===== src/rtl/pic_pkg.sv =====
// Shared constants and types for the pic8259_lite interrupt controller.
// Holds the RST opcode base, the OCW2 EOI codes and the read-select encoding.
package pic_pkg;

    localparam logic [7:0] RST_BASE     = 8'hC7;
    localparam logic [7:0] VEC_SPURIOUS = 8'hFF;

    localparam logic [2:0] EOI_NS = 3'b001;
    localparam logic [2:0] EOI_SP = 3'b011;

    typedef enum logic {
        RD_IRR = 1'b0,
        RD_ISR = 1'b1
    } rd_sel_e;

    // Opcode for RST n, n in 0..7.
    function automatic logic [7:0] rst_opcode(input logic [2:0] n);
        return RST_BASE | {2'b00, n, 3'b000};
    endfunction

endpackage


===== src/rtl/pic_prio_enc.sv =====
// Lowest-index-first priority encoder over an 8-bit request vector.
// Bit 0 has the highest priority; valid_o is low when no bit is set.
module pic_prio_enc (
    input  logic [7:0] req_i,
    output logic [2:0] idx_o,
    output logic       valid_o
);

    always_comb begin
        idx_o   = 3'd0;
        valid_o = 1'b0;
        // Scan downwards so the lowest set bit is the last one to win.
        for (int i = 7; i >= 0; i--) begin
            if (req_i[i]) begin
                idx_o   = 3'(i);
                valid_o = 1'b1;
            end
        end
    end

endmodule


===== src/rtl/pic8259_lite.sv =====
// Minimal 8259-style interrupt controller: request capture, masking, fully
// nested priority, RST n vector generation on INTA, and OCW2/OCW3 handling.
module pic8259_lite
    import pic_pkg::*;
#(
    parameter bit          EDGE_TRIG   = 1'b1,
    parameter int unsigned SYNC_STAGES = 2
) (
    input  logic       clk_i,
    input  logic       rst_ni,
    input  logic       ce_i,
    input  logic       addr_i,
    input  logic [7:0] data_in_i,
    input  logic       we_i,
    input  logic       rd_i,
    output logic [7:0] data_out_o,
    input  logic [7:0] irq_i,
    input  logic       inta_ni,
    output logic       intr_o,
    output logic [7:0] vector_o
);

    localparam int unsigned Stages = (SYNC_STAGES < 2) ? 2 : SYNC_STAGES;

    logic [Stages-1:0][7:0] sync_q;
    logic [7:0]             irq_s;
    logic [7:0]             irq_prev_q;

    logic [7:0] imr_q, imr_d;
    logic [7:0] irr_q, irr_d;
    logic [7:0] isr_q, isr_d;
    rd_sel_e    rd_sel_q, rd_sel_d;
    logic [7:0] vector_q, vector_d;
    logic       intr_q, intr_d;
    logic [7:0] data_out_q, data_out_d;
    logic       we_q;
    logic       inta_n_q;

    logic [7:0] pending;
    logic [2:0] pend_idx, isr_idx;
    logic       pend_valid, isr_valid;
    logic       wr_stb, ack;

    // Reads have no side effects, so the strobe is not needed for the data path.
    logic unused_rd;
    assign unused_rd = rd_i;

    assign irq_s   = sync_q[Stages-1];
    assign pending = irr_q & ~imr_q;
    assign wr_stb  = we_i & ~we_q;
    assign ack     = ~inta_ni & inta_n_q;

    pic_prio_enc u_pend_enc (
        .req_i   (pending),
        .idx_o   (pend_idx),
        .valid_o (pend_valid)
    );

    pic_prio_enc u_isr_enc (
        .req_i   (isr_q),
        .idx_o   (isr_idx),
        .valid_o (isr_valid)
    );

    always_comb begin
        irr_d    = irr_q;
        isr_d    = isr_q;
        imr_d    = imr_q;
        rd_sel_d = rd_sel_q;
        vector_d = vector_q;

        if (ack) begin
            if (pend_valid) begin
                vector_d          = rst_opcode(pend_idx);
                isr_d[pend_idx]   = 1'b1;
                if (EDGE_TRIG) begin
                    irr_d[pend_idx] = 1'b0;
                end
            end else begin
                vector_d = VEC_SPURIOUS;
            end
        end

        // A new edge on the bit being acknowledged wins over the clear.
        if (EDGE_TRIG) begin
            irr_d = irr_d | (irq_s & ~irq_prev_q);
        end else begin
            irr_d = irq_s;
        end

        if (wr_stb) begin
            if (addr_i) begin
                imr_d = data_in_i;
            end else if (data_in_i[4:3] == 2'b00) begin
                // EOI applies after any same-cycle INTA has set its ISR bit.
                if (data_in_i[7:5] == EOI_NS) begin
                    isr_d = isr_d & (isr_d - 8'd1);
                end else if (data_in_i[7:5] == EOI_SP) begin
                    isr_d[data_in_i[2:0]] = 1'b0;
                end
            end else if (data_in_i[4:3] == 2'b01 && data_in_i[1]) begin
                rd_sel_d = rd_sel_e'(data_in_i[0]);
            end
        end
    end

    // Fully nested: only a strictly higher-priority pending request interrupts.
    always_comb begin
        intr_d = inta_ni & pend_valid & (~isr_valid | (pend_idx < isr_idx));
    end

    always_comb begin
        if (addr_i) begin
            data_out_d = imr_q;
        end else if (rd_sel_q == RD_ISR) begin
            data_out_d = isr_q;
        end else begin
            data_out_d = irr_q;
        end
    end

    always_ff @(posedge clk_i or negedge rst_ni) begin
        if (!rst_ni) begin
            sync_q     <= '0;
            irq_prev_q <= 8'h00;
            imr_q      <= 8'hFF;
            irr_q      <= 8'h00;
            isr_q      <= 8'h00;
            rd_sel_q   <= RD_IRR;
            vector_q   <= 8'h00;
            intr_q     <= 1'b0;
            we_q       <= 1'b0;
            inta_n_q   <= 1'b1;
        end else if (ce_i) begin
            sync_q     <= {sync_q[Stages-2:0], irq_i};
            irq_prev_q <= irq_s;
            imr_q      <= imr_d;
            irr_q      <= irr_d;
            isr_q      <= isr_d;
            rd_sel_q   <= rd_sel_d;
            vector_q   <= vector_d;
            intr_q     <= intr_d;
            we_q       <= we_i;
            inta_n_q   <= inta_ni;
        end
    end

    always_ff @(posedge clk_i or negedge rst_ni) begin
        if (!rst_ni) begin
            data_out_q <= 8'h00;
        end else begin
            data_out_q <= data_out_d;
        end
    end

    assign data_out_o = data_out_q;
    assign intr_o     = intr_q;
    assign vector_o   = vector_q;

endmodule

===== config.mk =====
export PLATFORM = sky130hd
export DESIGN_NAME = pic8259_lite
export DESIGN_NICKNAME = d
export VERILOG_FILES = /design/src/rtl/pic_pkg.sv /design/src/rtl/pic_prio_enc.sv /design/src/rtl/pic8259_lite.sv
export SDC_FILE = /design/constraint.sdc
export NUM_CORES = 1
export LEC_CHECK = 0
export ABC_AREA = 1
export BUFFER_PORTS_ARGS = -buffer_cell sky130_fd_sc_hd__buf_2
export CORE_ASPECT_RATIO = 1.5
export CORE_MARGIN = 2
export CORE_UTILIZATION = 58
export CTS_CLUSTER_DIAMETER = 80
export DETAILED_ROUTE_END_ITERATION = 8
export MAX_ROUTING_LAYER = met4
export PLACE_DENSITY = 0.78
export RECOVER_POWER = 100
export SYNTH_ARGS = -nofsm -noshare
export SYNTH_HDL_FRONTEND = slang
export SYNTH_HIERARCHICAL = 1
export SYNTH_SLANG_ARGS = --single-unit

===== constraint.sdc =====
create_clock -name clk_i -period 2.5 [get_ports clk_i]
set_input_delay 0.125 -clock clk_i [delete_from_list [all_inputs] [get_ports clk_i]]
set_output_delay 0.125 -clock clk_i [all_outputs]
set_load 0.01 [all_outputs]

==> results.toml, run 1 <==
[die]
die_height_um = 95.25
coreArea_um2 = 5409
die_w_um = 64.83
die_area_um2 = 6175
initial_utilization = 0.5952
core.rowCount = 33
num_io_pins = 40

[drt]
wl_met2_um = 3687
routed_wl_um = 7353
drc = 0
drt-initial-drc-count = 167
wl_met1_um = 3102
vias_per_cell = 5.142
via_count = 2746
dr_wl_met3_um = 307
drt_first_pass_iters = 4
highest_layer = "met4"
wl_per_cell_um = 13.77
drtAntennaViolNets = 0

[placed_design]
place_congestion = 0.9558
port_buffers = 38
hpwlAfterDp_um = 5347

[layout]
multi_input_area_um2 = 1277
syn_to_final_growth_pct = 14.61
utilization = 0.6822
final_common_cell = "nand2_1"
layout_common_cells = "nand2_1 (128), inv_1 (55), dfrtp_1 (55)"
drive_gt1_frac = 0.1444
n_antenna_cell = 0
finalNetCount = 484
register_area_um2 = 1613
n_fill_cell = 474

[global_routing]
grt_pass1_wl_um = 12250
grt_max_degree = 35
grt_pass1_vias = 2663
grt_remaining_overflow = 0
grt_use_total = 0.2751
antenna_found_initial = 0

[logic_synthesis]
synthCells = 413
synth_top_area_share = 0.4275
synth_top_area_cell = "dfrtp_1"
synth_seq_cells = 64
yosysWarnings = 6
synth_fp_nets = 438
syn_area_um2 = 3219
netlist_top_cells_area = "dfrtp_1 (43%), nand2_1 (15%), dfstp_2 (7.3%)"
syn_avg_cell_area_um2 = 7.795
synthDistinctLibCells = 35
ys_seq_area_frac = 0.5010

[setup_path]
cp-start-kind = "register"
r2r_start = "imr_q[6]"
cp_max_fo = 5
arrival_ns = 2.48
crit_start = "imr_q[6]"
end_kind = "register"
endpoint = "isr_q[7]"
path_class = "reg2reg"
rrSetupSlack_ns = 0.25
worst_r2r_path_depth = 19
cp.required_ns = 2.73
reg2reg_to = "isr_q[7]"

[clock_tree]
htree_levels = 3
tritoncts_num_sinks = 64
cts_root_buf = "clkbuf_8"
cts_tree = "yes"
clk_pin_slew_ns = 0.07
cts_buffer_depth = 2
postCtsSetupBuffers = 0
clk_latency_ns = 0.34
cts_buffers = 9

[power]
ir_drop_mv = 0.4987
power.density_nw_per_um2 = 833.8
p_leak_nw = 1.963

[timing]
slew_viol_final = 33
skew_ns = 0.007478
timing.final.crit_share = 0.8996
rsz0062_at_grt = "false"
setup_violations = 0
setup_tns_ns = 0
whs_ns = -0.005789
period_needed_ns = 2.249
clock.fmax_ghz = 0.4446
slew_headroom = -0.2265
tightest_slew_ns = 1.840
hold_viol_final = 1

[flow_run]
cap_viol_max_count = 1

[worst_hold_path]
min_path_type = "in2reg"

[outcome]
status = "complete, but fails checks"
violations = "negative hold slack, max-capacitance violations, max-slew violations"
-- per-layer routing --
layer / vias up / track usage
met5: - / -
met4: 0 / 0.1578
met3: 20 / 0.04959
met2: 71 / 0.4510
met1: 1277 / 0.3159
li1: 1378 / -
-- worst min-delay path by stage --
stage	from	endpoint	slack [ns]	cells after the start
after CTS	irq_i[4]	sync_q[4]	0.001	3
after global placement	rst_ni	isr_q[0]	0.23	1
after global routing	irq_i[4]	sync_q[4]	0.003	3
after detailed placement	rst_ni	data_out_o[2]	0.23	1
final	we_i	we_q	-0.006	3
after floorplan	rst_ni	data_out_o[0]	-0.17	0
-- critical path: stages (launching register included) --
cell	delay [ns]
dfstp_2	0.54
nor2_1	0.07
inv_1	0.05
nand2_1	0.04
nand2_1	0.05
nand2_1	0.06
nand2_1	0.06
nand2_1	0.05
a21oi_1	0.27
inv_1	0.16
nand2_1	0.10
nor2_2	0.05
nand2_2	0.09
nand2_2	0.06
nor2_1	0.14
nand2_1	0.06
nand2_1	0.09
inv_1	0.05
nor2_1	0.11
nor2_1	0.05
-- area by class of cell --
cell class,count,share of cell area
clock buffer,13,0.04307
sequential,64,0.4371
multi-input combinational,274,0.3462
tap,70,0.02374
clock inverter,3,0.01153
inverter,62,0.06375
timing repair buffer,48,0.07460
-- flip-flops by register name, summed over array words and instances (netlist names) --
| name | flops |
|---|---|
| data_out_o | 8 |
| imr_q | 8 |
| inta_n_q | 1 |
| intr_o | 1 |
| irq_prev_q | 8 |
| irq_s | 8 |
| irr_q | 8 |
| isr_q | 8 |
| rd_sel_q | 1 |
| sync_q | 8 |
| vector_o | 4 |
| we_q | 1 |
-- power by group --
group          switching (mW)  internal, mW  total (mW)
registers               0.139          1.24        1.38
clock network           0.391         0.514       0.905
logic                   0.508         0.279       0.788
-- cell usage after synthesis (all sizes together) --
library cell    n
dfrtp          55
ha              2
nand3          15
nor2           51
nor3            5
clkbuf          5
dfstp           9
nand4           6
or2             3
a21boi          1
o211ai          1
o21ai          19
buf             8
nand2         132
mux2            1
o31ai           1
a31oi           2
inv            62
o22ai           8
a21oi          24
a2bb2oi         3
-- per-stage QoR --
| step | area [um2] | total power [mW] | hold WS [ns] | setup WS (ns) | cells |
|---|---|---|---|---|---|
| final | 3690 | 3.077 | -0.005789 | 0.2510 | 534 |
| after CTS | 3731 | 3.095 | 0.001308 | 0.2718 | 534 |
| after global routing | 3690 | 3.265 | 0.003259 | 0.04579 | 534 |
| after detailed placement | 3450 | 2.186 | 0.2333 | 0.2928 | 510 |
| after global placement | 3450 | 2.157 | 0.2278 | 0.3032 | 510 |
| after floorplan | 3219 | 1.936 | -0.1706 | 0.6313 | 413 |
-- cell families after synthesis --
kind of cell / Yosys count / share of synthesized area
adders and majority gates: 2 / 0.007772
AOI/OAI and AO/OA: 59 / 0.1026
buffers and inverters: 75 / 0.09639
DFF: 64 / 0.5010
and+or+nand+nor: 212 / 0.2888
muxes: 1 / 0.003498
-- timing repair --
item | CTS | global route
endpoints found under the setup margin | 0 | 1
endpoints found under the hold margin | 35 | 0
hold buffers | 8 | 0
gates resized for setup | 0 | 1
Note: power is estimated with default switching activity, not from simulation.
==> inputs of run 2 (changes only) <==
--- a/config.mk
+++ b/config.mk
@@ -14,7 +14,7 @@
 export DETAILED_ROUTE_END_ITERATION = 8
 export MAX_ROUTING_LAYER = met4
 export PLACE_DENSITY = 0.78
-export RECOVER_POWER = 100
+export RECOVER_POWER = 25
 export SYNTH_ARGS = -nofsm -noshare
 export SYNTH_HDL_FRONTEND = slang
 export SYNTH_HIERARCHICAL = 1
==> run 2 against run 1 <==
Effect of this change:
- the flow still finishes with violations (negative hold slack, max-capacitance violations, max-slew violations)
- sequential power about the same
- non-clock buffer count unchanged
- flip-flop and latch count unchanged
- clock power about the same
- critical path depth unchanged
- via count up 0.62%
- largest cell class unchanged
- largest power group unchanged
==> results.toml, run 2 (synthesized netlist as in run 1, its figures left out) <==
[layout]
layoutNonFillerInstCount = 534
n_antenna_cell = 0
layout_common_cells = "nand2_1 (127), dfrtp_1 (55), inv_1 (54)"
final_common_cell = "nand2_1"
syn_to_final_growth_pct = 15.62
multi_input_area_um2 = 1295
register_area_um2 = 1613
n_fill_cell = 461
finalNetCount = 484
final_area_um2 = 3722
drive_gt1_frac = 0.1832

[timing]
setup_tns_ns = 0
period_needed_ns = 2.200
tightest_slew_ns = 1.808
rsz0062_at_grt = "false"
whs_ns = -0.001896
slew_viol_final = 33
clock.fmax_ghz = 0.4546
hold_viol_final = 1
timing.final.crit_share = 0.8799
setup_violations = 0
skew_ns = 0.008760
slew_headroom = -0.2051
layout_setup_ws_ns = 0.3003

[die]
die_area_um2 = 6175
die_w_um = 64.83
core.rowCount = 33
initial_utilization = 0.5952
num_io_pins = 40
coreArea_um2 = 5409
die_height_um = 95.25

[clock_tree]
cts_tree = "yes"
cts_root_buf = "clkbuf_8"
htree_levels = 3
cts_buffer_depth = 2
tritoncts_num_sinks = 64
cts_buffers = 9
clk_latency_ns = 0.35
clk_pin_slew_ns = 0.06

[placed_design]
place_congestion = 0.9558
dpl_cell_area_um2 = 3450
dpl_worst_slack_ns = 0.2928
port_buffers = 38
hpwlAfterDp_um = 5347
placedCellCount = 510

[global_routing]
grt_pass1_wl_um = 12250
grt_remaining_overflow = 0
grt_use_total = 0.2751
grt_max_degree = 35
antenna_found_initial = 0
grt_pass1_vias = 2663

[drt]
drc = 0
drtAntennaViolNets = 0
drt-initial-drc-count = 234
wl_per_cell_um = 13.66
routed_wl_um = 7293
via_count = 2763
drt_first_pass_iters = 5
vias_per_cell = 5.174

[setup_path]
cp.required_ns = 2.74
worst_r2r_path_depth = 19
end_kind = "register"
r2r_start = "imr_q[6]"
cp_common_cell = "nand2_1"
cp-start-kind = "register"
endpoint = "isr_q[7]"
crit_start = "imr_q[6]"
cp_max_fo = 5
slowest_delay_ns = 0.54
crit_chain = "nor2_1 -> inv_1 -> nand2_1 -> nand2_1 -> nand2_1 -> nand2_1 -> nand2_1 -> a21oi_1 -> inv_2 -> nand2_1 -> nor2_2 -> nand2_2 -> nand2_2 -> nor2_2 -> nand2_1 -> nand2_1 -> inv_1 -> nor2_1 -> nor2_1"
arrival_ns = 2.44
slowest_stage = "dfstp_2"
path_class = "reg2reg"
rrSetupSlack_ns = 0.30
reg2reg_to = "isr_q[7]"

[worst_hold_path]
min_path_type = "in2reg"

[outcome]
status = "complete, but fails checks"
violations = "negative hold slack, max-capacitance violations, max-slew violations"

[power]
ir_drop_mv = 0.4988
power.density_nw_per_um2 = 830.7
p_leak_nw = 1.990

[flow_run]
cap_viol_max_count = 1
[run 2: changes by cell type in the layout (fill, tap and decap cells not counted), moves of 2 or more]
| cell | before | now |
|---|---|---|
| o21ai_0 | 18 | 16 |
| clkbuf_1 | 20 | 8 |
| o21ai_1 | 1 | 3 |
| buf_2 | 20 | 32 |
| nor2_1 | 46 | 44 |
[run 2: stage by stage]
stage,total power [mW],util
global placement,2.157,0.6378
CTS,3.095,0.6898
floorplan,1.936,-
detailed placement,2.186,0.6378
finish,3.092,0.6882
global route,3.283,0.6882
[run 2: repair_timing]
action                                  CTS  global route
endpoints found under the setup margin    0             1
buffers inserted                          0             0
hold endpoints to repair                 35             0
hold buffers                              8             0
gates resized for setup                   0             1
[run 2: how the worst min path moves through the flow]
stage | startpoint | end | slack, ns | cells after the start
floorplan | rst_ni | data_out_o[0] | -0.17 | 0
global placement | rst_ni | isr_q[0] | 0.23 | 1
detailed placement | rst_ni | data_out_o[2] | 0.23 | 1
CTS | irq_i[4] | sync_q[4] | 0.001 | 3
global route | irq_i[4] | sync_q[4] | 0.003 | 3
finish | irq_i[4] | sync_q[4] | -0.002 | 3
[run 2: worst max-delay path, delay by kind of cell (launching register included)]
kind | cells | cell delay [ns]
simple gates | 15 | 1.03
flops | 1 | 0.54
compound gates | 1 | 0.30
buf+inv | 3 | 0.21
[run 2: area by class of cell]
cell class                 instances  share of cell area
tap                               70             0.02353
timing repair buffer              48             0.07798
sequential                        64              0.4333
clock buffer                      13             0.04269
clock inverter                     3             0.01143
multi-input combinational        274              0.3479
inverter                          62             0.06319
[run 2: layer usage]
metal,track usage,up-vias,share of wire
li1,-,1379,-
met1,0.3159,1278,0.41
met2,0.4510,80,0.50
met3,0.04959,26,0.047
met4,0.1578,0,0.042
met5,-,-,0
[run 2: where the power goes]
group / total [mW] / switching, mW / internal (mW)
Sequential: 1.38 / 0.137 / 1.25
Combinational: 0.804 / 0.512 / 0.292
Clock: 0.906 / 0.392 / 0.514
